## src/rtl/mem_bus_arbiter_pkg.sv

```systemverilog
// Shared types and defaults for the RS5 data-bus arbiter and the SoC top.
// The address decode lives here so the SoC top and the arbiter agree on the memory map.
package mem_bus_arbiter_pkg;

    typedef enum logic [1:0] {
        SLV_RAM  = 2'd0,
        SLV_RTC  = 2'd1,
        SLV_PLIC = 2'd2,
        SLV_TB   = 2'd3
    } slave_e;

    localparam logic [3:0] RTC_BASE_DEF  = 4'h2;
    localparam logic [3:0] PLIC_BASE_DEF = 4'h3;
    localparam logic [3:0] TB_BASE_DEF   = 4'h8;

    // Maps the top address nibble onto a slave using ascending region thresholds.
    function automatic slave_e decode_slave(input logic [3:0] region,
                                            input logic [3:0] rtc_base,
                                            input logic [3:0] plic_base,
                                            input logic [3:0] tb_base);
        slave_e slv;
        if (region < rtc_base) begin
            slv = SLV_RAM;
        end else if (region < plic_base) begin
            slv = SLV_RTC;
        end else if (region < tb_base) begin
            slv = SLV_PLIC;
        end else begin
            slv = SLV_TB;
        end
        return slv;
    endfunction

endpackage

```

## src/rtl/mem_bus_arbiter_rr.sv

```systemverilog
// Two-way bus grant logic. Grants are combinational; last_q remembers the most
// recent winner so that ties alternate. Reset leaves last_q at m1 so m0 wins the first tie.
module bus_rr_arbiter #(
    parameter int FIXED_PRIO = 0
) (
    input  logic clk,
    input  logic reset,
    input  logic req0,
    input  logic req1,
    output logic gnt0,
    output logic gnt1
);

    logic last_q;

    // Pick a winner this cycle: a lone requester always wins, ties go by policy.
    always_comb begin
        gnt0 = 1'b0;
        gnt1 = 1'b0;
        if (req0 && req1) begin
            if (FIXED_PRIO != 0 || last_q) begin
                gnt0 = 1'b1;
            end else begin
                gnt1 = 1'b1;
            end
        end else begin
            gnt0 = req0;
            gnt1 = req1;
        end
    end

    // Remember who was granted most recently; idle cycles keep the old value.
    always_ff @(posedge clk) begin
        if (reset) begin
            last_q <= 1'b1;
        end else if (gnt0) begin
            last_q <= 1'b0;
        end else if (gnt1) begin
            last_q <= 1'b1;
        end
    end

endmodule

```

## src/rtl/mem_bus_arbiter.sv

```systemverilog
// Shares the data bus between the RS5 core (m0) and a DMA/debug master (m1),
// decodes the granted address onto RAM/RTC/PLIC/TB and steers the one-cycle-late
// read data back to whichever master issued the read.
module mem_bus_arbiter
    import mem_bus_arbiter_pkg::*;
#(
    parameter int         FIXED_PRIO = 0,
    parameter logic [3:0] RTC_BASE   = RTC_BASE_DEF,
    parameter logic [3:0] PLIC_BASE  = PLIC_BASE_DEF,
    parameter logic [3:0] TB_BASE    = TB_BASE_DEF
) (
    input  logic        clk,
    input  logic        reset,
    input  logic        m0_en_i,
    input  logic [3:0]  m0_we_i,
    input  logic [31:0] m0_addr_i,
    input  logic [31:0] m0_data_i,
    output logic        m0_gnt_o,
    output logic        m0_rvalid_o,
    output logic [31:0] m0_data_o,
    input  logic        m1_en_i,
    input  logic [3:0]  m1_we_i,
    input  logic [31:0] m1_addr_i,
    input  logic [31:0] m1_data_i,
    output logic        m1_gnt_o,
    output logic        m1_rvalid_o,
    output logic [31:0] m1_data_o,
    output logic        ram_en_o,
    output logic        rtc_en_o,
    output logic        plic_en_o,
    output logic        tb_en_o,
    output logic [3:0]  s_we_o,
    output logic [31:0] s_addr_o,
    output logic [31:0] s_data_o,
    input  logic [31:0] ram_data_i,
    input  logic [31:0] rtc_data_i,
    input  logic [31:0] plic_data_i,
    input  logic [31:0] tb_data_i
);

    logic        gnt0;
    logic        gnt1;
    logic        gnt_any;
    slave_e      slave;
    slave_e      sel_q;
    logic        owner_q;
    logic        rd_q;
    logic        rsp_live;
    logic [31:0] rsp_data;

    bus_rr_arbiter #(
        .FIXED_PRIO (FIXED_PRIO)
    ) u_arb (
        .clk   (clk),
        .reset (reset),
        .req0  (m0_en_i),
        .req1  (m1_en_i),
        .gnt0  (gnt0),
        .gnt1  (gnt1)
    );

    assign gnt_any  = gnt0 | gnt1;
    assign m0_gnt_o = gnt0;
    assign m1_gnt_o = gnt1;

    // Forward the winner's request to the slaves; an idle bus is driven to zero.
    always_comb begin
        s_we_o   = 4'h0;
        s_addr_o = 32'h0;
        s_data_o = 32'h0;
        if (gnt0) begin
            s_we_o   = m0_we_i;
            s_addr_o = m0_addr_i;
            s_data_o = m0_data_i;
        end else if (gnt1) begin
            s_we_o   = m1_we_i;
            s_addr_o = m1_addr_i;
            s_data_o = m1_data_i;
        end
    end

    // One-hot slave select from the granted address, all low when nobody is granted.
    always_comb begin
        slave     = decode_slave(s_addr_o[31:28], RTC_BASE, PLIC_BASE, TB_BASE);
        ram_en_o  = 1'b0;
        rtc_en_o  = 1'b0;
        plic_en_o = 1'b0;
        tb_en_o   = 1'b0;
        if (gnt_any) begin
            case (slave)
                SLV_RAM:  ram_en_o  = 1'b1;
                SLV_RTC:  rtc_en_o  = 1'b1;
                SLV_PLIC: plic_en_o = 1'b1;
                default:  tb_en_o   = 1'b1;
            endcase
        end
    end

    // Capture which slave answers next cycle, for whom, and whether it is a read.
    always_ff @(posedge clk) begin
        if (reset) begin
            sel_q   <= SLV_RAM;
            owner_q <= 1'b0;
            rd_q    <= 1'b0;
        end else begin
            sel_q   <= slave;
            owner_q <= gnt1;
            rd_q    <= gnt_any && (s_we_o == 4'h0);
        end
    end

    // Route the registered slave's read data to its owner; reset squashes any pending response.
    always_comb begin
        rsp_live = rd_q && !reset;
        case (sel_q)
            SLV_RAM:  rsp_data = ram_data_i;
            SLV_RTC:  rsp_data = rtc_data_i;
            SLV_PLIC: rsp_data = plic_data_i;
            default:  rsp_data = tb_data_i;
        endcase
        m0_rvalid_o = rsp_live && !owner_q;
        m1_rvalid_o = rsp_live && owner_q;
        m0_data_o   = m0_rvalid_o ? rsp_data : 32'h0;
        m1_data_o   = m1_rvalid_o ? rsp_data : 32'h0;
    end

endmodule

```

## config.mk

```make
export PLATFORM = sky130hd
export DESIGN_NAME = mem_bus_arbiter
export DESIGN_NICKNAME = d
export VERILOG_FILES = /design/src/rtl/mem_bus_arbiter_pkg.sv /design/src/rtl/mem_bus_arbiter_rr.sv /design/src/rtl/mem_bus_arbiter.sv
export SDC_FILE = /design/constraint.sdc
export NUM_CORES = 1
export LEC_CHECK = 0
export ABC_AREA = 1
export CORE_AREA = 2 2 159 161
export DETAILED_ROUTE_END_ITERATION = 8
export DIE_AREA = 0 0 161 163
export PLACE_DENSITY_LB_ADDON = 0.05
export SYNTH_ARGS = -nofsm -noshare
export SYNTH_HDL_FRONTEND = slang
export SYNTH_SLANG_ARGS = --single-unit
```

## constraint.sdc

```tcl
create_clock -name clk -period 2.3 [get_ports clk]
set_input_delay 0.46 -clock clk [delete_from_list [all_inputs] [get_ports clk]]
set_output_delay 0.46 -clock clk [all_outputs]
set_load 0.03 [all_outputs]
```

==> results.py <==
metrics = {
    "yosys": {
        "synthesis.yosys.warnings": 0,
        "synth.distinct_cells": 19,
        "avgSynthCellArea_sq_um": 5.34,
        "yosysSeqAreaShare_pct": 4.81,
        "synthesis.instances": 390,
        "synthSimpleGateAreaFrac_pct": 42.3,
        "synth_compound_area_share_pct": 41.0,
        "synth_top_family_by_area": "simple AND/OR/NAND/NOR gates",
        "synthMuxAreaShare_pct": 0,
        "synth.net_count": 658,
        "synth_fa_ha_area_share_pct": 0,
        "syn-cell-area_sq_mm": 0.00208,
        "synth-seq-cells": 5,
        "synth_xor_xnor_area_share_pct": 0,
    },
    "sta": {
        "min_period_ps": 2170,
        "finalSetupViolations": 0,
        "hold_viol": 0,
        "rsz0062_at_grt": "false",
        "max-slew-margin-rel_pct": 71.1,
        "tightest_slew_ps": 429,
        "min_period_over_period_pct": 94.2,
        "final_max_slew_viol_count": 0,
        "whs_ps": 526,
        "setup_tns_ps": 0,
        "final.setup.worst_slack_ps": 134,
        "max_freq_mhz": 462,
        "skew_ps": 0.291,
    },
    "floorplanning": {
        "coreArea_sq_mm": 0.0247,
        "die_x_um": 161,
        "initial_core_util_pct": 8.43,
        "num_io_pins": 408,
        "die_h_um": 163,
        "dieArea_sq_mm": 0.0262,
        "floorplan.rows": 58,
    },
    "clocking": {
        "path_clk_slew_ps": 30,
        "cts_hold_buf": 0,
        "cts_buffer_depth": 2,
        "root_buffer": "clkbuf_16",
        "cts_tree": "yes",
        "htree_levels": 1,
        "cts_made_buffers": 3,
        "clock_latency_ps": 220,
        "cts.sinks": 5,
    },
    "global_route": {
        "gr-usage-met1_pct": 13.9,
        "grt_first_pass_wirelength_um": 29100,
        "grt_busiest_layer": "met2",
        "antenna_found_initial": 2,
        "grt_pass1_vias": 4867,
        "grt_start_max_net_pins": 34,
        "overflow": 0,
        "met2_usage_pct": 28.7,
        "met3_usage_pct": 4.89,
        "grt_usage_pct": 14.4,
    },
    "route": {
        "final_antenna_net_count": 0,
        "viasPerCell": 3.95,
        "drt_pass1_iterations": 4,
        "wire_per_inst_um": 17.8,
        "drt_wl_total_um": 20400,
        "drc": 0,
        "num_vias": 4525,
        "drtIter0Drc": 203,
    },
    "outcome": {
        "status": "complete, no violations",
    },
    "setup_path": {
        "cp.required_ps": 1840,
        "max_stage_delay_ps": 390,
        "crit_chain": "clkdlybuf4s50_1 > o21ai_0 > nand3_1 > o21ai_1 > nor2_1 > buf_4",
        "critPathMaxFanout": 2,
        "cp-start-kind": "input pin",
        "setup.worst_path.end_class": "primary output",
        "critPathSlowestCell": "clkdlybuf4s50_1",
        "critical_path_class": "in -> out",
        "arrival_ps": 1710,
    },
    "power_and_ir_drop": {
        "p_per_area_mw_per_mm2": 304,
        "irDropWorstVdd_mv": 0.217,
        "static-leakage-power_uw": 0.00308,
    },
    "flow_run": {
        "cap_violations": 0,
    },
    "place": {
        "detailed_place_hpwl_um": 17400,
        "place_ws_ps": -166,
        "io_buffers": 407,
        "gp_congestion": 0.899,
    },
    "cells_and_area": {
        "area_growth_pct": 234,
        "layout-drive-gt1-share_pct": 25.9,
        "n_fill_cell": 2686,
        "nets": 1084,
    },
    "worst_hold_path": {
        "hp-class": "reg -> reg",
    },
}
[critical path: cells and delay by family]
kind,cells,cell delay [ps]
AOI/OAI and AO/OA,2,420
buffers and inverters,2,560
and+or+nand+nor,2,260
[registers in the layout, indices dropped and copies added (netlist names)]
name	flops
sel_q	2
owner_q	1
rd_q	1
u_arb.last_q	1
[timing repair]
item | CTS | global route
setup buffers | 1 | 0
pin swaps | 3 | 0
hold endpoints to repair | 0 | 0
endpoints found under the setup margin | 123 | 1
cloned | 2 | 0
gates resized for setup | 8 | 1
[through the flow]
step	instance area [sq um]	power (uW)	instances	util, %
floorplan	2090	816	390	-
global placement	6780	1830	1138	27.5
detailed placement	6780	1830	1138	27.5
CTS	6950	2150	1145	28.2
global route	6950	2240	1145	28.2
finish	6960	2110	1147	28.2
[placed cells by master (no fill, tap or decap), drive strengths merged, types with 3 or more instances in the layout]
| cell type | n |
|---|---|
| nor2 | 74 |
| o21ai | 63 |
| inv | 13 |
| clkdlybuf4s50 | 264 |
| dlygate4sd2 | 3 |
| dfxtp | 5 |
| nand3 | 42 |
| a22o | 60 |
| nand2 | 91 |
| clkbuf | 4 |
| buf | 188 |
[per-layer routing]
metal  vias up  part of all wire [%]
li1       2218                     -
met1      2018                    33
met2       265                    54
met3        24                    10
met4         0                   2.9
met5         -                     0
[final cells by class]
type                       instances  area (sq um)  share of cell area [%]
tap                              330           413                    5.94
inverter                          13          48.8                   0.702
multi-input combinational        336          1750                    25.2
clock buffer                       4          78.8                    1.13
timing repair buffer             457          4560                    65.5
sequential                         5           101                    1.46
antenna                            2          5.00                  0.0720
[power breakdown]
part / internal [uW] / switching, uW
registers: 94.8 / 8.63
logic: 927 / 802
clock network: 229 / 52.0
[Yosys cell counts (all sizes together)]
cell	count	area share, %
a21oi	1	0.24
inv	13	2.3
nor3	2	0.48
clkbuf	15	2.7
buf	21	6.9
nand4	2	0.60
nand3	42	10
nand2	91	17
a22o	60	25
o21ai	63	15
dfxtp	5	4.8
o211ai	1	0.36
nor2	74	14
[logic make-up (layout without fill, tap and decap cells)]
logic type / Yosys count / in the layout
other cells: 0 / 2
flops: 5 / 5
simple gates: 211 / 211
compound gates: 125 / 125
buf+inv: 49 / 474
[final timing paths]
check                            start                   endpoint  slack (ps)  cells after the start
min reg2reg  u_arb.last_q$_SDFFE_PP1P_  u_arb.last_q$_SDFFE_PP1P_         530                      2
max reg2reg  u_arb.last_q$_SDFFE_PP1P_            rd_q$_SDFF_PP0_         760                     11
min          u_arb.last_q$_SDFFE_PP1P_  u_arb.last_q$_SDFFE_PP1P_         530                      2
max                     rtc_data_i[19]              m1_data_o[19]         130                      6
(Power assumes the default switching activity.)
